## config.mk

```make
export PLATFORM = sky130hd
export DESIGN_NAME = lin_norm_sequencer
export DESIGN_NICKNAME = d
export VERILOG_FILES = /design/src/rtl/lin_norm_pkg.sv /design/src/rtl/ln_timeout_counter.sv /design/src/rtl/lin_norm_sequencer.sv
export SDC_FILE = /design/constraint.sdc
export NUM_CORES = 1
export LEC_CHECK = 0
export BUFFER_PORTS_ARGS = -buffer_cell sky130_fd_sc_hd__buf_2
export CAP_MARGIN = 20
export CORE_UTILIZATION = 49
export DETAILED_ROUTE_END_ITERATION = 12
export GPL_TIMING_DRIVEN = 1
export PLACE_DENSITY_LB_ADDON = 0.1
export SLEW_MARGIN = 0
export SYNTH_ARGS = -nofsm -noshare
export SYNTH_HDL_FRONTEND = slang
export SYNTH_HIERARCHICAL = 1
export SYNTH_SLANG_ARGS = --single-unit
```

## constraint.sdc

```tcl
create_clock -name CLK -period 3 [get_ports CLK]
set_clock_uncertainty 0.05 [all_clocks]
set_input_delay 0.15 -clock CLK [delete_from_list [all_inputs] [get_ports CLK]]
set_output_delay 0.15 -clock CLK [all_outputs]
set_load 0.1 [all_outputs]
```

## src/rtl/lin_norm_pkg.sv

```systemverilog
// Shared types and constants for the LINEALIZADOR_NORMALIZADOR sequencer.
package lin_norm_pkg;

   // Sequencer states; encodings are fixed so waveforms and debug probes stay comparable.
   typedef enum logic [2:0] {
      ST_IDLE  = 3'd0,
      ST_LOAD  = 3'd1,
      ST_START = 3'd2,
      ST_WAIT  = 3'd3,
      ST_OUT   = 3'd4,
      ST_CLEAR = 3'd5
   } ln_state_e;

   localparam int DEFAULT_TIMEOUT    = 2000;
   localparam int DEFAULT_CLR_CYCLES = 1;
   localparam int DEFAULT_CNT_W      = 16;

   // Bits needed to hold values 0..max_val (never less than one bit).
   function automatic int cnt_width(input int max_val);
      return (max_val < 1) ? 1 : $clog2(max_val + 1);
   endfunction

endpackage

```

## src/rtl/ln_timeout_counter.sv

```systemverilog
// Loadable down-counter with a zero flag. The sequencer reuses it for the WAIT
// timeout and for the CLEAR hold count, which never overlap in time.
module ln_timeout_counter #(
   parameter int W = 8
) (
   input  logic         clk_i,
   input  logic         rst_ni,
   input  logic         load_i,
   input  logic [W-1:0] load_val_i,
   input  logic         dec_i,
   output logic         zero_o
);

   logic [W-1:0] cnt_q;

   // Load wins over decrement; the count parks at zero instead of wrapping.
   always_ff @(posedge clk_i or negedge rst_ni) begin
      // NOTE: registers are updated with <= so every flop samples pre-edge values, independent of statement order.
      if (!rst_ni) begin
         cnt_q <= '0;
      end else if (load_i) begin
         cnt_q <= load_val_i;
      end else if (dec_i && (cnt_q != '0)) begin
         cnt_q <= cnt_q - 1'b1;
      end
   end

   assign zero_o = (cnt_q == '0);

endmodule

```

## src/rtl/lin_norm_sequencer.sv

```systemverilog
// Sequencer for the LINEALIZADOR_NORMALIZADOR datapath: accepts an (I, V) sample
// pair, starts both datapath FSMs, collects the two independent ACKs (with a
// timeout), returns the paired results and pulses the datapath FSM reset.
module lin_norm_sequencer #(
   parameter int P          = 32,
   parameter int TIMEOUT    = lin_norm_pkg::DEFAULT_TIMEOUT,
   parameter int CLR_CYCLES = lin_norm_pkg::DEFAULT_CLR_CYCLES,
   parameter int CNT_W      = lin_norm_pkg::DEFAULT_CNT_W
) (
   input  logic             CLK,
   input  logic             RST_N,
   // sample input handshake
   input  logic [P-1:0]     IN_I,
   input  logic [P-1:0]     IN_V,
   input  logic             IN_VALID,
   output logic             IN_READY,
   // datapath side
   output logic [P-1:0]     I,
   output logic [P-1:0]     V,
   output logic             Begin_FSM_I,
   output logic             Begin_FSM_V,
   output logic             RST_FSM_LN_FF,
   input  logic             ACK_I,
   input  logic             ACK_V,
   input  logic [P-1:0]     RESULT_I,
   input  logic [P-1:0]     RESULT_V,
   // result output handshake
   output logic [P-1:0]     OUT_I,
   output logic [P-1:0]     OUT_V,
   output logic             OUT_ERR,
   output logic             OUT_VALID,
   input  logic             OUT_READY,
   // statistics
   output logic [CNT_W-1:0] SAMPLE_CNT,
   output logic [7:0]       TIMEOUT_CNT
);

   import lin_norm_pkg::*;

   // One shared counter covers both the WAIT budget and the CLEAR hold.
   localparam int TMR_MAX = ((TIMEOUT > CLR_CYCLES) ? TIMEOUT : CLR_CYCLES) - 1;
   localparam int TW      = cnt_width(TMR_MAX);

   ln_state_e        state_q;
   logic [P-1:0]     i_q, v_q;
   logic             begin_q;
   logic             clear_q;
   logic             got_i_q, got_v_q;
   logic [P-1:0]     out_i_q, out_v_q;
   logic             out_err_q;
   logic             out_valid_q;
   logic [CNT_W-1:0] sample_cnt_q;
   logic [7:0]       timeout_cnt_q;

   logic             tmr_load_d;
   logic [TW-1:0]    tmr_val_d;
   logic             tmr_dec_d;
   logic             tmr_zero;

   logic             cap_i, cap_v, both_done;

   // A channel is captured on its first ACK in WAIT; "done" includes this cycle's capture.
   assign cap_i     = ACK_I & ~got_i_q;
   assign cap_v     = ACK_V & ~got_v_q;
   assign both_done = (got_i_q | ACK_I) & (got_v_q | ACK_V);

   // Timer control: arm the WAIT budget in START, arm the CLEAR hold on output acceptance.
   always_comb begin
      // NOTE: every signal gets a default first so no path through the case can infer a latch.
      tmr_load_d = 1'b0;
      tmr_val_d  = '0;
      tmr_dec_d  = 1'b0;
      case (state_q)
         ST_START: begin
            tmr_load_d = 1'b1;
            tmr_val_d  = TW'(TIMEOUT - 1);
         end
         ST_WAIT:  tmr_dec_d = ~both_done;
         ST_OUT: begin
            tmr_load_d = OUT_READY;
            tmr_val_d  = TW'(CLR_CYCLES - 1);
         end
         ST_CLEAR: tmr_dec_d = 1'b1;
         default:  ;
      endcase
   end

   ln_timeout_counter #(
      .W (TW)
   ) u_timer (
      .clk_i      (CLK),
      .rst_ni     (RST_N),
      .load_i     (tmr_load_d),
      .load_val_i (tmr_val_d),
      .dec_i      (tmr_dec_d),
      .zero_o     (tmr_zero)
   );

   // Main sequencer FSM with all datapath-facing and result outputs registered.
   always_ff @(posedge CLK or negedge RST_N) begin
      if (!RST_N) begin
         // NOTE: operand and result registers are reset as well because they drive outputs directly.
         state_q       <= ST_IDLE;
         i_q           <= '0;
         v_q           <= '0;
         begin_q       <= 1'b0;
         clear_q       <= 1'b0;
         got_i_q       <= 1'b0;
         got_v_q       <= 1'b0;
         out_i_q       <= '0;
         out_v_q       <= '0;
         out_err_q     <= 1'b0;
         out_valid_q   <= 1'b0;
         sample_cnt_q  <= '0;
         timeout_cnt_q <= '0;
      end else begin
         begin_q <= 1'b0;
         case (state_q)
            ST_IDLE: begin
               if (IN_VALID) begin
                  i_q     <= IN_I;
                  v_q     <= IN_V;
                  state_q <= ST_LOAD;
               end
            end
            ST_LOAD: begin
               begin_q <= 1'b1;
               state_q <= ST_START;
            end
            ST_START: begin
               got_i_q   <= 1'b0;
               got_v_q   <= 1'b0;
               out_i_q   <= '0;
               out_v_q   <= '0;
               out_err_q <= 1'b0;
               state_q   <= ST_WAIT;
            end
            ST_WAIT: begin
               if (cap_i) begin
                  got_i_q <= 1'b1;
                  out_i_q <= RESULT_I;
               end
               if (cap_v) begin
                  got_v_q <= 1'b1;
                  out_v_q <= RESULT_V;
               end
               if (both_done) begin
                  out_err_q   <= 1'b0;
                  out_valid_q <= 1'b1;
                  state_q     <= ST_OUT;
               end else if (tmr_zero) begin
                  out_err_q   <= 1'b1;
                  out_valid_q <= 1'b1;
                  state_q     <= ST_OUT;
               end
            end
            ST_OUT: begin
               if (OUT_READY) begin
                  out_valid_q  <= 1'b0;
                  sample_cnt_q <= sample_cnt_q + 1'b1;
                  if (out_err_q && (timeout_cnt_q != 8'hFF)) begin
                     timeout_cnt_q <= timeout_cnt_q + 8'd1;
                  end
                  clear_q <= 1'b1;
                  state_q <= ST_CLEAR;
               end
            end
            ST_CLEAR: begin
               if (tmr_zero) begin
                  clear_q <= 1'b0;
                  state_q <= ST_IDLE;
               end
            end
            default: begin
               clear_q <= 1'b0;
               state_q <= ST_IDLE;
            end
         endcase
      end
   end

   // The datapath is held in reset both during CLEAR and for as long as RST_N is low.
   assign RST_FSM_LN_FF = clear_q | ~RST_N;
   assign IN_READY      = (state_q == ST_IDLE);
   assign I             = i_q;
   assign V             = v_q;
   assign Begin_FSM_I   = begin_q;
   assign Begin_FSM_V   = begin_q;
   assign OUT_I         = out_i_q;
   assign OUT_V         = out_v_q;
   assign OUT_ERR       = out_err_q;
   assign OUT_VALID     = out_valid_q;
   assign SAMPLE_CNT    = sample_cnt_q;
   assign TIMEOUT_CNT   = timeout_cnt_q;

endmodule

```

==> reports/results.txt, run 1 <==
hold-fix buffers at CTS: 129
clock buffer depth: 2
Hold Vio Cnt, Final: 0
Final Cycle Share: 84.8%
hpwl dp: 13000 µm
required time worst endpoint: 3250 ps
routability cong.: 0.833
sequential area share after synthesis: 59.4%
# nets final: 1186
layout cell share with drive strength beyond 1: 37.1%
cts repair resizes: 0
Post-Syn Area: 0.00725 mm²
commonest non-fill, non-tap cell in the layout: buf_2
Synth Warn #: 6
Final min period: 2540 ps
via total after detailed routing: 6318
clk_lat worst skew: 420 ps
Post-synth EDFFs: 0
Max Fclk: 0.393 GHz
row count: 44
Initial Utilization: 50.0%
Fin Setup TNS: 0 ps
DRC violations left: 0
worst hold path class: input port to flip-flop
post-synthesis cell type count: 54
fin. max-slew vios: 0
max-cap violation count: 0
Top-Level Pins: 292
area leader, netlist: dfrtp_1
initial antenna violation count: 0
ys async rst share: 100%
Yosys top cell area share: 59.4%
Die X: 124 µm
DRT Pass-1 Iters: 4
# Post-CTS Setup Buffers: 0
post-route ant nets: 0
post-route cell area: 0.0107 mm²
Num CTS Buffers: 17
DRT Wirelength: 20500 µm
worst slack at placement: 465 ps
DR vias/cell: 5.08
commonest non-fill, non-tap cells in the layout: buf_2, dfrtp_1, nand2_1
routing usage on met3: 6.73%
CTS Root Cell: clkbuf_16
pin count of the biggest net entering global routing: 149
Worst-Margin Slew: 849 ps
wire per inst: 16.5 µm
CP max FO: 12
Setup crit start kind: flip-flop
die height: 124 µm
top cells by area, synth: dfrtp_1, mux2_2, nand2_1
initial drt markers: 353
met1 global-route usage: 31.7%
Non-Filler Instances: 1243
worst setup margin: 457 ps
global route hottest layer: met2
# H-tree levels: 4
synthesized flop and latch total: 172
RSZ-0062 raised after global routing: false
Crit. End Element: flip-flop
Reg clk slew, reported paths: 60 ps
gr usage total: 26.3%
synthesized area per cell: 11.4 µm²
Core Area: 0.0145 mm²
buffers added on ports: 291
WP data arrival: 2800 ps
clock sink total: 172
kind of critical path: flip-flop to flip-flop
n_diodes: 0
hold depth: 4
number of setup violations in the final report: 0
area growth from synthesis to layout: 47.6%
grt met2 use: 44.7%
grt total ovfl: 0
worst-path cell chain: nand2b_1, inv_1, a21bo_2, and2_1, or4b_1, a2111oi_2, xnor2_1, o21ai_1
outcome: completed
vias in the first global route: 6130
Total Die Area: 0.0153 mm²
worst rel slew slack: 43.4%
Cells after Synth: 637
Worst Reg2Reg Path Length in Cells: 8
placed insts: 1085
Top FF cell, synth: dfrtp_1
CTS tree: done
Placement Cell Area: 0.00881 mm²
Worst path max stage delay: 530 ps
CP max-delay cell: dfrtp_1
first-pass GRT wire length: 30400 µm
-- through the flow --
step                      utilization, %  hold slack [ps]
final                               73.9              128
after floorplan                        -             -196
after CTS                           73.9              112
after global placement              60.9            -26.5
after detailed placement            60.9            -19.7
after global routing                73.9              158
-- metal layers --
layer	routed length [µm]	up-vias	share of wire, %
li1	-	2983	-
met1	8210	3016	40
met2	10300	277	50
met3	1460	42	7.1
met4	539	0	2.6
met5	0	-	0
-- Yosys cell counts (2+ instances only) --
cell type,instances
a2111oi_2,2
a211oi_1,3
a21boi_0,2
a21o_1,3
a21oi_1,10
a22o_1,2
a311oi_1,2
a31oi_1,3
and2_1,2
and3_1,2
and4_1,2
and4bb_2,2
buf_2,16
buf_4,4
buf_6,7
clkbuf_1,9
dfrtp_1,172
ha_1,3
inv_1,10
mux2_1,12
mux2_2,54
mux2i_1,2
nand2_1,154
nand2b_1,4
nand3_1,6
nand4_1,5
nor2_1,15
nor3_1,4
nor3b_1,2
nor4_4,2
o21ai_0,45
o21ai_1,28
o22ai_1,3
or2_1,2
or3_1,2
xnor2_1,18
xor2_1,6
-- registers in the layout, indices dropped and copies added, names as in the netlist --
| name | flops |
|---|---|
| OUT_ERR | 1 |
| V | 32 |
| got_i_q | 1 |
| I | 32 |
| state_q | 3 |
| OUT_VALID | 1 |
| SAMPLE_CNT | 16 |
| clear_q | 1 |
| TIMEOUT_CNT | 8 |
| OUT_V | 32 |
| u_timer/cnt_q | 11 |
| Begin_FSM_I | 1 |
| OUT_I | 32 |
| got_v_q | 1 |
-- kinds of logic (layout without fill, tap and decap cells) --
family / count (synthesis) / count (layout) / synth area share (%)
other cells: 1 / 2 / 0.0518
buf+inv: 46 / 467 / 3.59
flops: 172 / 172 / 59.4
simple gates: 215 / 215 / 14.4
mux: 68 / 68 / 10.5
fa+ha+maj: 3 / 3 / 0.518
compound gates: 108 / 108 / 8.62
xor+xnor: 24 / 24 / 2.90
-- cell type report --
class	count	area [µm²]
multi-input cells	420	2690
repair buffers	428	2840
inverters	10	37.5
flip-flops and latches	172	4300
clock buffers	22	454
well taps	184	230
fillers	947	3780
clock inverters	7	141
-- critical path: cells and delay by family (launching register included) --
| family | cells | cell delay, ps |
|---|---|---|
| AOI/OAI and AO/OA | 3 | 560 |
| xor gates and xnor gates | 1 | 160 |
| buffers and inverters | 1 | 150 |
| DFF | 1 | 530 |
| and+or+nand+nor | 3 | 960 |
-- worst paths after layout --
| path | slack, ps | endpoint | startpoint |
|---|---|---|---|
| min in group asynchronous | 150 | TIMEOUT_CNT[5] | RST_N |
| setup / recovery | 460 | u_timer/cnt_q[9] | state_q[2] |
| setup reg to reg | 460 | u_timer/cnt_q[9] | state_q[2] |
| max in group asynchronous | 1640 | SAMPLE_CNT[0] | RST_N |
| hold reg to reg | 440 | V[4] | V[4] |
| hold / removal | 130 | OUT_ERR | ACK_V |
Power of run 1 is not shown: default switching activity piles up to over one toggle a cycle in this logic, so the estimate is an artifact.
==> inputs of run 2 (changes only) <==
Settings changed: ABC_AREA set to 1, CORE_UTILIZATION 49 to 50.
Clock period 3 ns to 2.4 ns, I/O delays scaled along.
==> reports/results.txt, run 2 <==
outcome: completed
max-cap violation count: 0 (unchanged)
DRC violations left: 0 (unchanged)
gr usage total: 29.7% (+3.3 points)
# Post-CTS Setup Buffers: 0 (unchanged)
final hold slack: 32.3 ps (-95.5 ps)
area growth from synthesis to layout: 44.7%
hpwl dp: 14200 µm (+9.5%)
kind of critical path: flip-flop to primary output
synthesized area per cell: 8.28 µm² (-27%)
Top-Level Pins: 292 (unchanged)
wire per inst: 15.0 µm (-9.2%)
Max Fclk: 0.481 GHz
Num CTS Buffers: 17 (unchanged)
clock buffer depth: 2 (unchanged)
Fin Setup TNS: 0 ps (unchanged)
worst rel slew slack: 55.3% (+12 points)
Final Cycle Share: 86.7%
Worst-Margin Slew: 671 ps (-178 ps)
top-count cell post-synth: nand2_1
Yosys top cell area share: 55.3% (-4.1 points)
synthesized flop and latch total: 172 (unchanged)
CTS Root Cell: clkbuf_16
n_diodes: 0 (unchanged)
Die X: 127 µm (+2.6%)
post-route cell area: 0.0113 mm² (+5.3%)
pin count of the biggest net entering global routing: 122 (-18%)
Setup crit start kind: flip-flop
Top FF cell, synth: dfrtp_1
Final min period: 2080 ps
DR vias/cell: 5.05 (-0.71%)
buffers added on ports: 291 (unchanged)
number of setup violations in the final report: 0 (unchanged)
hold depth: 5 (+1)
Synth Warn #: 6 (unchanged)
hold wc startpoint: OUT_READY
CP max FO: 18 (+6)
cts repair resizes: 0 (unchanged)
Reg clk slew, reported paths: 60 ps (about the same)
clk_lat worst skew: 430 ps (about the same)
hold-fix buffers at CTS: 129 (unchanged)
commonest non-fill, non-tap cells in the layout: buf_2, nand2_1, dfrtp_1
fin. max-slew vios: 0 (unchanged)
Post-synth top cells: nand2_1, dfrtp_1, nand3_1
Post-Syn Area: 0.00778 mm² (+7.4%)
worst hold path class: input port to flip-flop
Total Die Area: 0.0161 mm² (+5.2%)
# fillers: 1097 (+16%)
via total after detailed routing: 7797 (+23%)
Crit. End Element: primary output
# H-tree levels: 4 (unchanged)
R2R Setup Slk: 460 ps (about the same)
grt total ovfl: 0 (unchanged)
sequential area share after synthesis: 55.3% (-4.1 points)
worst-path cell chain: nor3_4, buf_4, buf_2
row count: 45 (+2.3%)
layout cell share with drive strength beyond 1: 26.4% (-11 points)
Worst Reg2Reg Path Length in Cells: 5 (-3)
CP max-delay cell: dfrtp_1
placed insts: 1384 (+28%)
post-route ant nets: 0 (unchanged)
Non-Filler Instances: 1545 (+24%)
Hold Vio Cnt, Final: 0 (unchanged)
die height: 127 µm (+2.6%)
CTS tree: done
initial antenna violation count: 0 (unchanged)
DRT Wirelength: 23200 µm (+13%)
required time worst endpoint: 2230 ps (-1020 ps)
# nets final: 1481 (+25%)
WP data arrival: 1910 ps (-890 ps)
Core Area: 0.0152 mm² (+5.0%)
Placement Cell Area: 0.00939 mm² (+6.6%)
DRT Pass-1 Iters: 5 (+1)
Cells after Synth: 940 (+48%)
RSZ-0062 raised after global routing: false
Post-synth EDFFs: 0 (unchanged)
Worst Hold End: state_q[2]
RR Endpoint: V[10]
Initial Utilization: 51.2% (+1.2 points)
Worst path max stage delay: 510 ps (-20 ps)
Reg2Reg Launch Point: state_q[2]
post-synthesis cell type count: 30 (-44%)
commonest non-fill, non-tap cell in the layout: buf_2
first-pass GRT wire length: 37300 µm (+23%)
clock sink total: 172 (unchanged)
area leader, netlist: dfrtp_1
routability cong.: 0.804 (-3.4%)
top cells by area, synth: dfrtp_1, nand2_1, nand3_1
vias in the first global route: 7648 (+25%)
initial drt markers: 608 (+72%)
ys async rst share: 100% (unchanged)
## run 2: cell types whose count changed after synthesis, moves of 18 or more
cell / delta
nand3_1: +158
nor2_1: +18
inv_1: +109
nand2_1: +113
mux2_2: -54
o21ai_1: +32
o21ai_0: -24
## run 2: final cells by class
cell class | count | area [µm²] | share of cell area, %
Multi-Input combinational cell | 602 | 2810 | 24.9
Clock inverter | 15 | 156 | 1.39
Clock buffer | 17 | 425 | 3.78
Sequential cell | 172 | 4300 | 38.2
Tap cell | 188 | 235 | 2.09
Timing Repair Buffer | 431 | 2890 | 25.6
Inverter | 120 | 450 | 4.00
## run 2: logic make-up (layout without fill, tap and decap cells)
kind of cell / after synthesis / after routing / synth area share (%)
DFF: 172 / 172 / 55.3
other: 1 / 2 / 0.0482
and+or+nand+nor: 497 / 497 / 28.1
adders and majority gates: 3 / 3 / 0.482
AOI/OAI and AO/OA: 90 / 90 / 5.96
xor gates and xnor gates: 10 / 10 / 1.12
buffers and inverters: 167 / 583 / 9.03
## run 2: worst max-delay path by stage
| stage | start | to | slack, ps | cells after the start |
|---|---|---|---|---|
| after floorplan | TIMEOUT_CNT[0] | TIMEOUT_CNT[2] | 220 | 7 |
| final | state_q[2] | IN_READY | 320 | 3 |
| after detailed placement | state_q[2] | u_timer/cnt_q[9] | 540 | 8 |
| after CTS | state_q[2] | IN_READY | 310 | 3 |
| after global routing | state_q[2] | IN_READY | 210 | 3 |
| after global placement | state_q[1] | OUT_V[3] | 580 | 6 |
## run 2: per-stage QoR
stage          setup slack [ps]  util [%]
2_1_floorplan               218         -
3_3_place_gp                579      61.8
3_5_place_dp                540      61.8
4_1_cts                     307      74.1
5_1_grt                     213      74.1
6_report                    320      74.1
## run 2: critical path: cells and delay by family, from the launching register on
| kind | cells | cell delay [ps] |
|---|---|---|
| buffers and inverters | 2 | 730 |
| flip-flops | 1 | 510 |
| AND/OR/NAND/NOR | 1 | 230 |
## run 2: metal layers
layer / GRT usage [%] / routed length (µm)
met1: 34.8 / 9200
met5: 0 / 0
met3: 7.93 / 1380
met4: 15.8 / 950
met2: 50.0 / 11700
Power of run 2 is left out for the same reason.
